===== config.mk =====
export PLATFORM = sky130hd
export DESIGN_NAME = seq_and_reduce_sched
export DESIGN_NICKNAME = d
export VERILOG_FILES = /design/src/rtl/seq_and_reduce_sched.sv
export SDC_FILE = /design/constraint.sdc
export NUM_CORES = 1
export LEC_CHECK = 0
export ABC_AREA = 1
export CORE_MARGIN = 2
export CORE_UTILIZATION = 55
export CTS_CLUSTER_DIAMETER = 40
export DETAILED_ROUTE_END_ITERATION = 6
export PLACE_DENSITY = 0.83
export SLEW_MARGIN = 20
export SYNTH_ARGS = -nofsm -noshare
export SYNTH_HDL_FRONTEND = slang
export SYNTH_SLANG_ARGS = --single-unit

===== constraint.sdc =====
create_clock -name clk -period 5.4 [get_ports clk]
set_input_delay 1.08 -clock clk [delete_from_list [all_inputs] [get_ports clk]]
set_output_delay 1.08 -clock clk [all_outputs]
set_load 0.005 [all_outputs]

===== src/rtl/seq_and_reduce_sched.sv =====
// AND-reduces a WIDTH-bit vector by time-sharing one CHUNK-input reducer.
// Ports: clk, rst, input_bits/in_valid/in_ready, out/out_valid/out_ready, run_cycles.
module seq_and_reduce_sched #(
  parameter int WIDTH      = 256,
  parameter int CHUNK      = 4,
  parameter int EARLY_EXIT = 0
) (
  input  logic             clk,
  input  logic             rst,
  input  logic [WIDTH-1:0] input_bits,
  input  logic             in_valid,
  output logic             in_ready,
  output logic             out,
  output logic             out_valid,
  input  logic             out_ready,
  output logic [15:0]      run_cycles
);

  function automatic int log_chunk(int w, int c);
    int l;
    int p;
    l = 0;
    p = 1;
    if (c < 2) return 0;
    while (p < w) begin
      p = p * c;
      l++;
    end
    return l;
  endfunction

  localparam int LEVELS = log_chunk(WIDTH, CHUNK);
  localparam int NCH    = WIDTH / CHUNK;
  localparam int IDX_W  = (NCH > 1) ? $clog2(NCH) : 1;

  if (CHUNK < 2 || LEVELS < 1 || CHUNK ** LEVELS != WIDTH) begin : g_bad_params
    $error("WIDTH must equal CHUNK**k with k>=1 and CHUNK>=2");
  end

  typedef enum logic [1:0] {IDLE, RUN, DONE} state_t;

  state_t state;
  state_t state_next;

  logic [WIDTH-1:0] data_q;
  logic [IDX_W-1:0] idx;
  // Index of the last chunk in the current level; reaching zero
  // means the current level is the root.
  logic [IDX_W-1:0] last_idx;
  logic             r;
  logic             last_chunk;
  logic             finish;

  assign r          = &data_q[int'(idx) * CHUNK +: CHUNK];
  assign last_chunk = (idx == last_idx);
  assign finish     = (last_chunk && last_idx == '0) ||
                      (EARLY_EXIT != 0 && !r);

  always_comb begin
    state_next = state;
    in_ready   = 1'b0;
    out_valid  = 1'b0;
    unique case (state)
      IDLE: begin
        in_ready = 1'b1;
        if (in_valid) state_next = RUN;
      end
      RUN: begin
        if (finish) state_next = DONE;
      end
      DONE: begin
        out_valid = 1'b1;
        if (out_ready) state_next = IDLE;
      end
      default: state_next = IDLE;
    endcase
  end

  always_ff @(posedge clk) begin
    if (rst) state <= IDLE;
    else     state <= state_next;
  end

  always_ff @(posedge clk) begin
    if (rst) begin
      data_q     <= '0;
      idx        <= '0;
      last_idx   <= '0;
      out        <= 1'b0;
      run_cycles <= '0;
    end else begin
      case (state)
        IDLE: begin
          if (in_valid) begin
            data_q     <= input_bits;
            idx        <= '0;
            last_idx   <= IDX_W'(NCH - 1);
            run_cycles <= '0;
          end
        end
        RUN: begin
          // idx <= idx*CHUNK, so this only overwrites bits already consumed.
          data_q[idx] <= r;
          if (run_cycles != '1) run_cycles <= run_cycles + 16'd1;
          if (finish) begin
            out <= r;
          end else if (last_chunk) begin
            idx      <= '0;
            last_idx <= IDX_W'((int'(last_idx) + 1) / CHUNK - 1);
          end else begin
            idx <= idx + 1'b1;
          end
        end
        default: ;
      endcase
    end
  end

endmodule


After elaboration in Yosys (flattened, before gate mapping) --
Index checks and enable logic that the tools add are counted.
Word-level totals: bits in registers 287, bits of input ports 260, output and inout bits 19, word-level logic and storage cells 60
Cells by class: add/sub/neg operators 5, magnitude comparators 2, equal/unequal tests 10, shifts and indexed selects 1, mux-type cells 22, bitwise gates (word level) 1, reduce and logical (&&, ||, !) cells 13
Operators with widths (number):
- 256-bit case mux with 2 select lines | 1
- 256-bit bitwise mux | 1
- 256-bit two-way mux | 1
- 256-bit by 9-bit indexed part select with 4-bit output | 1
- 6-bit two-way mux | 6
- 16-bit two-way mux | 2
- 16-bit case mux with 2 select lines | 1
- 6-bit case mux with 2 select lines | 2
- 16-bit by 1-bit adder with 16-bit output (second input constant) | 1
- 16-bit inequality test (second input constant) | 1
- 2-bit inequality test (second input constant) | 6
- 6-bit by 9-bit < comparator with 1-bit output (second input constant) | 1
- 3-bit AND reduction | 3
- 4-bit AND reduction | 2
- 6-bit by 1-bit adder with 7-bit output (second input constant) | 1
- 5-bit by 1-bit adder with 6-bit output | 1
- 6-bit by 1-bit adder with 6-bit output (second input constant) | 1
- 1-bit demux with 6-bit select | 1
- 6-bit == test | 1
- 6-bit by 1-bit >= comparator with 1-bit output (second input constant) | 1
- 6-bit zero test | 1
- 2-bit two-way mux | 3
- 2-bit case mux with 3 select lines | 1
- 6-bit by 2-bit subtractor with 6-bit output (second input constant) | 1
- other kinds (9) | 13

Logic depth before layout (Yosys ltp) --
depth after elaboration 8, mapped depth 17, mapped depth without buffers 13

Worst setup path before layout --
OpenSTA, ideal clock, no wires.
path kind input-to-reg, from input port in_valid, to register run_cycles[11], arrival time 2175 ps, required time 5280 ps, setup slack 3105 ps, cell stages on the path 8, path buffers 0, cells stage by stage nand2_1 -> nand2_1 -> nand2_1 -> nor3_1 -> nand3_1 -> nor2_1 -> nand2_1 -> nor3b_1
On the way: longest elaborated chain between the ends 2
RTL lines:
- start, declared | RTL line 11 | input logic in_valid,
- 2-bit inequality test (no line)
- 3-bit AND reduction (no line)
- end signal, assigned | RTL line 104 | if (run_cycles != '1) run_cycles <= run_cycles + 16'd1;
- end, declared | RTL line 16 | output logic [15:0] run_cycles
Every way passes these cells. A chain may end at the register's enable or synchronous reset.

Worst setup path after layout --
from register idx[2], to register data_q[57]
On the way: longest elaborated chain between the ends 6, elaborated cells between the ends (all ways) 9
RTL lines:
- start, declared | RTL line 46 | logic [IDX_W-1:0] idx;
- start signal, assigned | RTL line 111 | idx <= idx + 1'b1;
- branches (longest 4 deep; another with 256-bit by 9-bit indexed part select with 4-bit output)
- 256-bit bitwise mux * | RTL line 103 | data_q[idx] <= r;
- 256-bit case mux with 2 select lines * | RTL line 92 | case (state)
- end signal, assigned | RTL line 95 | data_q <= input_bits;
- end signal, assigned by index | RTL line 103
- end, declared | RTL line 45 | logic [WIDTH-1:0] data_q;
Every way passes the cells marked *.

==> results.yml <==
placement:
  routabilityCongestion: 0.892
  dp_cells: 2730
  io_buffer_count: 278
  dpl.hpwl_mm: 29.3
  place_area_um2: 17500
grt:
  grt_pass1_vias: 14400
  grt_start_max_net_pins: 323
  grt_usage_pct: 30.9
  grt-ovfl-total: 0
  antenna_found_initial: 2
  grt_pass1_wl_mm: 71.6
detailed_routing:
  drtIter0Drc: 1662
  dr_total_vias: 15400
  via_per_inst: 5.50
  drc_errors: 0
  wl_per_cell_um: 16.2
  drt_wl_total_mm: 45.2
  antenna_left: 0
  dr.pass1.iters: 6
clock_network:
  cts.sinks: 287
  path_clk_slew_ps: 60
  postCtsHoldBufs: 0
  postCtsResizedCells: 0
  clock_latency_ps: 540
  cts_root_buf: "clkbuf_16"
  cts_inserted_buffers: 40
  clockBufferDepth: 3
  cts_htree_levels: 2
  cts_tree: "yes"
  postCtsSetupBuffers: 0
setup_path:
  end_kind: "register"
  arrival_ps: 4330
  worst_setup_path_start_kind: "register"
  critPathMaxFanout: 24
  r2r-start: "idx[2]"
  crit_start: "idx[2]"
  crit_type: "register to register"
  required_ps: 5860
pwr:
  powerDensity_nw_per_um2: 319
  combPwrFrac_pct: 17.3
  switching_share_pct: 28.2
  p_switching_mw: 1.69
  p_int_mw: 4.31
  power_mw: 6.00
  cellLeakagePower_nw: 7.75
  pwr-share-clk_pct: 43.4
  pwr-share-seq_pct: 39.3
  vdd_drop_max_mv: 0.202
final_layout:
  regArea_um2: 5750
  drive_gt1_share_pct: 8.58
  nFillCells: 2168
  multi_input_area_um2: 7250
  fin_cells: 2800
  design_area_um2: 18800
  area_delta_synth_final_pct: 26.3
  layout_commonest_cell: "nand2_1"
  fin_nets: 2694
  final_core_util_pct: 70.3
  final_cell_mix: "446 x nand2_1, 286 x dfxtp_1, 280 x inv_1, 277 x clkdlybuf4s50_1, 250 x o21ai_0"
floorplanning:
  core_um2: 26700
  die_width_um: 168
  start_util_pct: 55.7
  ioPinCount: 279
  die-area_um2: 28400
  die_y_um: 168
  rows: 60
status:
  status: "completed"
sta:
  fin_tns_setup_ps: 0
  max_freq_mhz: 258
  worstMarginPinSlew_ps: 1120
  hold_viol: 0
  fin_crit_sh_pct: 71.6
  setup_violations: 0
  rsz0062_at_grt: "false"
  slew_violations: 0
  fin_crit_ps: 3870
  clock_skew_ps: 15.0
  slew-limit-headroom_pct: 25.2
logic_synthesis:
  synth_warnings: 0
  synthesis.area_um2: 14900
  synth_top_area_share_pct: 38.6
  ys_seq_area_share_pct: 38.6
  synthCells: 2246
  async_reset_ff_share_pct: 0
  synth_top_area_cell: "dfxtp_1"
  synth_edf_count: 0
  synth.area.top_cells: "dfxtp_1 39%, nand2_1 11%, o21ai_0 8.4%"
  ys_types: 37
  syn_area_per_cell_um2: 6.62
  postSynthNetCount: 2509
  synth_flop_cell: "dfxtp_1"
  ys_seq_elements: 287
worst_hold_path:
  holdCritStartpoint: "data_q[175]"
  hold_class: "register to register"
job:
  cap_violations: 0
-- cells by family (layout without fill, tap and decap cells) --
kind of cell | after synthesis | in the layout | share of synthesized area [%]
flops | 287 | 287 | 38.6
simple gates | 913 | 913 | 26.0
buf+inv | 445 | 657 | 12.7
other cells | 0 | 1 | 0
xor+xnor | 6 | 6 | 0.353
compound gates | 592 | 592 | 22.0
fa+ha+maj | 3 | 3 | 0.252
-- per-stage QoR --
step           setup slack, ps  hold slack, ps
5_1_grt                   1330             462
2_1_floorplan             3100             429
3_3_place_gp              1420             438
6_report                  1530             450
3_5_place_dp              1370             443
4_1_cts                   1580             452
-- cell type report --
| cell class | count | share of cell area, % |
|---|---|---|
| inverter | 298 | 5.99 |
| tap | 341 | 2.27 |
| sequential | 287 | 30.6 |
| multi-input combinational | 1514 | 38.6 |
| clock inverter | 22 | 1.28 |
| clock buffer | 47 | 5.79 |
| timing repair buffer | 290 | 15.5 |
| antenna | 1 | 0.0133 |
-- synthesized netlist by cell type, types with 2 or more instances --
library cell    n
buf_6          11
or2_2          11
inv_2           7
xor2_1          5
buf_2          27
o21ai_1        29
nand3_1       146
buf_12          5
nand4_1        10
a21oi_2        50
inv_1         282
a21oi_1       214
o21ai_0       250
nand2_1       447
nor2_1        230
buf_1           4
dfxtp_1       287
a211oi_1        2
nand2_2        51
o211ai_1       21
o31ai_1        23
clkinv_1        8
nor2_8          3
clkbuf_1       94
or2_1           2
nor4_1          2
nor3_1          8
buf_4           6
ha_1            3
-- power by group through the flow --
| stage | logic, mW | registers, mW | clock network, mW |
|---|---|---|---|
| 6_report | 1.04 | 2.36 | 2.60 |
| 5_1_grt | 1.15 | 2.37 | 2.72 |
| 4_1_cts | 1.03 | 2.36 | 2.62 |
| 3_5_place_dp | 1.01 | 2.40 | 0 |
| 3_3_place_gp | 0.996 | 2.40 | 0 |
| 2_1_floorplan | 0.661 | 2.38 | 0 |
-- state kept, by name (all words and copies together), names as in the netlist --
signal / flops
state: 2
out: 1
data_q: 256
idx: 6
last_idx: 6
run_cycles: 16
-- worst paths after layout --
path                  to  slack, ps  cells past startpoint
max           data_q[57]       1530                     13
min          data_q[175]        450                      2
max reg2reg   data_q[57]       1530                     13
min reg2reg  data_q[175]        450                      2
-- critical path: stages, from the launching register on --
cell	delay, ps
dfxtp_1	720
nand2_2	380
inv_2	530
nand3_1	180
nand2_1	120
o21ai_1	90
nand2_1	110
nor2_1	70
nand2_1	60
nand2_1	80
nor2_4	710
buf_4	470
nand2_1	100
a21oi_1	140
-- metal layers --
metal | part of all wire, % | vias to the layer above | track usage [%]
li1 | - | 7570 | -
met3 | 8.9 | 101 | 6.01
met1 | 42 | 7011 | 40.8
met5 | 0.027 | - | 0
met2 | 46 | 717 | 50.9
met4 | 2.7 | 2 | 10.5
Power figures use the tool's default switching activity.
